File: src/rtl/booth_mul.sv
// Signed radix-4 Booth multiplier, WORD_LEN x WORD_LEN -> 2*WORD_LEN; define BOOTH_MUL_VALID_EN for i_valid/o_valid.
// Latency 2 cycles (operand register, product register), throughput one pair per cycle.
// No backpressure: a new operand pair is accepted every cycle with no handshake.
module booth_mul #(
  parameter int WORD_LEN = 8
) (
  input  logic                  i_clk,
  input  logic                  i_rst,
`ifdef BOOTH_MUL_VALID_EN
  input  logic                  i_valid,
  output logic                  o_valid,
`endif
  input  logic [WORD_LEN-1:0]   i_multiplier,
  input  logic [WORD_LEN-1:0]   i_multiplicand,
  output logic [2*WORD_LEN-1:0] o_result
);

  localparam int PW = 2 * WORD_LEN;
  localparam int NDIG = WORD_LEN / 2;

  logic [WORD_LEN-1:0] mplier_q;
  logic [WORD_LEN-1:0] mcand_q;
  logic [WORD_LEN:0]   mplier_ext;
  logic [PW-1:0]       mcand_ext;
  logic [2:0]          digit;
  logic [PW-1:0]       mag;
  logic                neg;
  logic [PW-1:0]       pp;
  logic [PW-1:0]       sum;

  always_ff @(posedge i_clk) begin
    if (i_rst) begin
      mplier_q <= '0;
      mcand_q  <= '0;
    end else begin
      mplier_q <= i_multiplier;
      mcand_q  <= i_multiplicand;
    end
  end

  // Appended zero is b[-1], so digit i is the 3-bit window ending at bit 2i+2.
  assign mplier_ext = {mplier_q, 1'b0};
  assign mcand_ext  = {{WORD_LEN{mcand_q[WORD_LEN-1]}}, mcand_q};

  always_comb begin
    sum   = '0;
    digit = '0;
    mag   = '0;
    neg   = 1'b0;
    pp    = '0;
    for (int i = 0; i < NDIG; i++) begin
      digit = mplier_ext[2*i+2 -: 3];
      mag   = '0;
      neg   = 1'b0;
      case (digit)
        3'b001, 3'b010: mag = mcand_ext;
        3'b011:         mag = mcand_ext << 1;
        3'b100: begin
          mag = mcand_ext << 1;
          neg = 1'b1;
        end
        3'b101, 3'b110: begin
          mag = mcand_ext;
          neg = 1'b1;
        end
        default:        mag = '0;
      endcase
      // Two's-complement negate: invert, then carry in.
      pp  = (mag ^ {PW{neg}}) + {{(PW-1){1'b0}}, neg};
      sum = sum + (pp << (2 * i));
    end
  end

  always_ff @(posedge i_clk) begin
    if (i_rst) begin
      o_result <= '0;
    end else begin
      o_result <= sum;
    end
  end

`ifdef BOOTH_MUL_VALID_EN
  logic valid_q;

  always_ff @(posedge i_clk) begin
    if (i_rst) begin
      valid_q <= 1'b0;
      o_valid <= 1'b0;
    end else begin
      valid_q <= i_valid;
      o_valid <= valid_q;
    end
  end
`endif

endmodule

File: config.mk
export PLATFORM = sky130hd
export DESIGN_NAME = booth_mul
export DESIGN_NICKNAME = d
export VERILOG_FILES = /design/src/rtl/booth_mul.sv
export SDC_FILE = /design/constraint.sdc
export NUM_CORES = 1
export LEC_CHECK = 0
export CAP_MARGIN = 20
export CORE_UTILIZATION = 60
export DETAILED_ROUTE_END_ITERATION = 10
export PLACE_DENSITY = 0.93
export SYNTH_ARGS = -nofsm -noshare
export SYNTH_HDL_FRONTEND = slang
export SYNTH_SLANG_ARGS = --single-unit
File: constraint.sdc
create_clock -name i_clk -period 9.35 [get_ports i_clk]
set_input_delay 0.935 -clock i_clk [delete_from_list [all_inputs] [get_ports i_clk]]
set_output_delay 0.935 -clock i_clk [all_outputs]
set_load 0.1 [all_outputs]
==> results.md <==
- The run finished with clean final reports.
- STA puts the critical path data required time at 9570 ps.
- The final max-slew violation count is 0.
- The setup TNS after final layout is 0 ps.
- The quantity of I/O buffers inserted on ports is 33.
- From left edge to right edge, the die measures 82.1 um.
- The met3 demand-to-capacity share in global routing is 3.85%.
- In this run the standard cell core region covers 6060 um2.
- The area share of the largest cell type after synthesis is 16.6%.
- On the critical path, the stage with the largest delay is an instance of sky130_fd_sc_hd__ha_1.
- The worst register-to-register path has a depth of 18.
- In this run, CTS created clock tree buffers numbering 5.
- Counting along the longest clock path gives a buffer depth of 2.
- After synthesis the netlist holds a flip-flop and latch count of 32.
- The number of antenna violations at the first check in global routing was 0.
- The number of antenna repair diodes is 0.
- The relative area change from synthesis to final layout is 10.4%.
- The fraction of synthesis flops using an asynchronous set or reset pin is 0%.
- The via count of the first global-routing pass came to 2947.
- The count of hold-fix buffers inserted at cts is 0.
- The total count of hold-check failures in the final report was 0.
- The total length of routed wires is 8.85 mm.
- In the finished design, the share of the clock period the worst path needs comes to 59.5%.
- The H-tree was split into 2 levels.
- The worst slew margin relative to its limit is 31.6%.
- Timing would allow up to 180 MHz.
- The cell at the root of the clock tree is sky130_fd_sc_hd__clkbuf_8.
- For this run, the leading register cell type out of synthesis is sky130_fd_sc_hd__dfxtp_1.
- Entering global routing, the biggest net connects 33 pins.
- The area enclosed by the die boundary is 6740 um2.
- The instance count of the mapped netlist is 468.
- The number of distinct standard cells referenced by the synthesized netlist is 63.
- The number of vias per cell is 6.03.
- Counting instances in the post-synthesis netlist gives the leading cell types as sky130_fd_sc_hd__nor2_1, sky130_fd_sc_hd__ha_1, sky130_fd_sc_hd__xnor2_1.
- For the worst setup path, the data arrival time is 5780 ps.
- The overall global routing resource usage is 27.8%.
- The height of the die is 82.1 um.
- The worst vdd rail ir drop is 210 uV.
- The cell type contributing the most total cell area after synthesis is sky130_fd_sc_hd__dfxtp_1.
- Dividing the detail-routed wire length by the instance count gives 16.0 um.
- In this run switching power makes up 51.3% of total power.
- STA classifies the critical path endpoint as a flop.
- The congestion estimate from routability-driven global placement came to 0.918.
- The worst hold path depth is 2.
- In this run, the number of DRC markers left after iteration 0 of detailed routing was 287.
- The met2 routing resource usage after global routing is 48.4%.
- The share of post-route cells with drive strength above 1 is 5.02%.
- For the pin with the worst max-slew slack, the measured transition is 1020 ps.
- In the post-synthesis netlist, the cell with the most instances is sky130_fd_sc_hd__nor2_1.
- The count of synthesis-stage warnings from yosys is 0.
- The minimum clock period after layout is 5560 ps.
- Setup violations remaining at the end of the flow were counted as 0.
- The net switching power of the design is 443 uW.
- The fraction of the core area covered by cells at the end of the flow is 70.1%.
- The worst setup path category is flop to flop.
- In the routed design, unresolved DRC markers number 0.
- Once the floorplan was initialized, standard cells occupied 63.5% of the core.
- Cell internal power was estimated by the tool at 421 uW.
- Summing the areas of all fa, ha and maj instances in the mapped netlist gives 21.8% of the synthesized area.
- The number of buffers and inverters on the critical path is 2.
- The number of max-cap violations is 0.
- When the netlist entered floorplanning its net count stood at 541.
- The number of enable flip-flop cells after synthesis is 0.
- For this design the top-level I/O count stands at 34.
- The TritonCTS clock tree is built.
- Post-CTS repair changed the size of 0 cells.
- The pre-antenna-repair detailed-routing pass consisted of 5 iterations.
- The mux cell area share after synthesis is 1.49%.
- The overall power consumption is 864 uW.
- On the worst path, the slowest cell contributes a delay of 740 ps.
- The tightest min-delay check is of the flop to flop type.
- Summed over all layers, the global routing overflow is 0.
- The placed wire-length estimate is 6.61 mm.
- The relative contribution of combinational cells to total power is 65.8%.
- The first global-routing pass estimated 14.2 mm of wire.
- Clock skew on the completed layout was measured at 2.34 ps.
- Once layout is done, the placed cells without fillers occupy 4250 um2.
- The signal on the critical path passes through inv_2 -> ha_1 -> a22oi_1 -> and3_1 -> o21ai_1 -> nor2_1 -> xnor2_1 -> fa_1 -> fa_1 -> inv_1 -> ha_1 -> a21o_1 -> a21oi_1 -> o21a_1 -> a211oi_1 -> a211oi_1 -> xnor3_1 -> nor2_1.
- The count of nets left with antenna violations once routing finished came out at 0.
- Ranked by total cell area, the synthesized netlist is headed by sky130_fd_sc_hd__dfxtp_1, sky130_fd_sc_hd__ha_1, sky130_fd_sc_hd__fa_1.
- Hold is met by 677 ps.
- The buffers inserted during post-CTS setup optimization is 0.
- After the last flow step, the layout net total stands at 550.
- The biggest fanout along the worst timing path is 22.
- The clock-pin slew reported for the worst setup and hold paths after clock tree synthesis is 70 ps.
- The simple-gate share of the synthesized area is 15.4%.
- Setup repair after global routing left no endpoint under its margin.
- The leakage power figure is 1.78 nW.
- The global routing stage identified its most utilized layer as met2.
- The mapped netlist covers 3850 um2.
- The later pin in the worst-skew pair is clocked with a latency of 280 ps.
- Power spread over the standard cell area amounts to 203 nW/um2.
- The gate family responsible for the most delay along the worst path is adder cells.
- The sequential area share after synthesis is 16.6%.
- The register share of total power is 21.3%.
- Summing the areas of all xor and xnor instances in the mapped netlist gives 13.0% of the synthesized area.
- The sink count of the clock tree is 32.
- Summing the areas of all compound-gate instances in the mapped netlist gives 25.0% of the synthesized area.
- Summing all placed instances gives a cell area of 4150 um2.
- The worst setup path is launched from a flop.
- The share of total power in the clock network is 13.0%.
- The post-synthesis average cell area is 8.23 um2.
- For met1 alone, demand over resource in global routing was 36.3%.
- By area, the combinational part of the netlist is dominated by compound AO/OA/AOI/OAI gates.
- The floorplan has 28 rows.
- The critical path crosses 18 cells after its start point.
- For this block, the via count after detailed routing is 3336.
[flip-flops by register name (all words and copies together) (netlist names)]
signal,flops
mplier_q,8
o_result,16
mcand_q,8
[power by group through the flow]
stage	Clock, mW	Sequential, mW	Combinational [mW]
global route	0.121	0.189	0.614
detailed placement	0	0.187	0.561
finish	0.112	0.184	0.568
CTS	0.114	0.184	0.564
floorplan	0	0.337	0.300
global placement	0	0.186	0.545
[per-stage QoR]
step / std cells / setup WS, ps
finish: 553 / 3790
global route: 553 / 3480
CTS: 552 / 3850
detailed placement: 544 / 3890
global placement: 544 / 4110
floorplan: 468 / 4140
[final timing paths]
kind	from	endpoint	slack, ps
setup / recovery	mplier_q[1]	o_result[15]	3790
hold reg to reg	mplier_q[0]	o_result[0]	680
hold / removal	mplier_q[0]	o_result[0]	680
setup reg to reg	mplier_q[1]	o_result[15]	3790
[per-layer routing]
layer  up-vias  share of wire (%)
met5         -                  0
met4         0               0.79
met3         8                5.7
met2       119                 49
met1      1567                 45
li1       1642                  -
[tightest hold or removal path: stages (launching register included)]
cell and delay (ps):
sky130_fd_sc_hd__dfxtp_1 460, sky130_fd_sc_hd__nand2_1 120, sky130_fd_sc_hd__nor2_1 50
[cell families after synthesis]
group                      after synthesis
muxes                                    5
xor gates and xnor gates                54
and+or+nand+nor                        119
adders and majority gates               55
AOI/OAI and AO/OA                      137
DFF                                     32
buffers and inverters                   66
[area by class of cell]
| class | count | area (um2) |
|---|---|---|
| well taps | 75 | 93.8 |
| flip-flops and latches | 32 | 641 |
| clock buffers | 8 | 90.1 |
| multi-input cells | 370 | 2950 |
| inverters | 34 | 128 |
| fillers | 481 | 1810 |
| repair buffers | 34 | 345 |
[cell usage in the layout (no fill, tap or decap), drive strengths merged, types with 3 or more instances in the layout]
cell type      instances
xor2                  17
dfxtp                 32
and3                   5
ha                    35
nor2b                 21
o21ai                 26
xnor2                 35
nor2                  40
mux2                   3
o211ai                 3
o21a                   4
o31ai                  9
a211oi                 3
inv                   34
clkdlybuf4s50         33
a21o                  10
fa                    20
a21oi                 34
nand2                 23
and2                   4
nor3                   9
a32o                   3
nand3                  7
a21boi                 3
clkbuf                 8
a22oi                 18
Power figures use the tool's default switching activity.
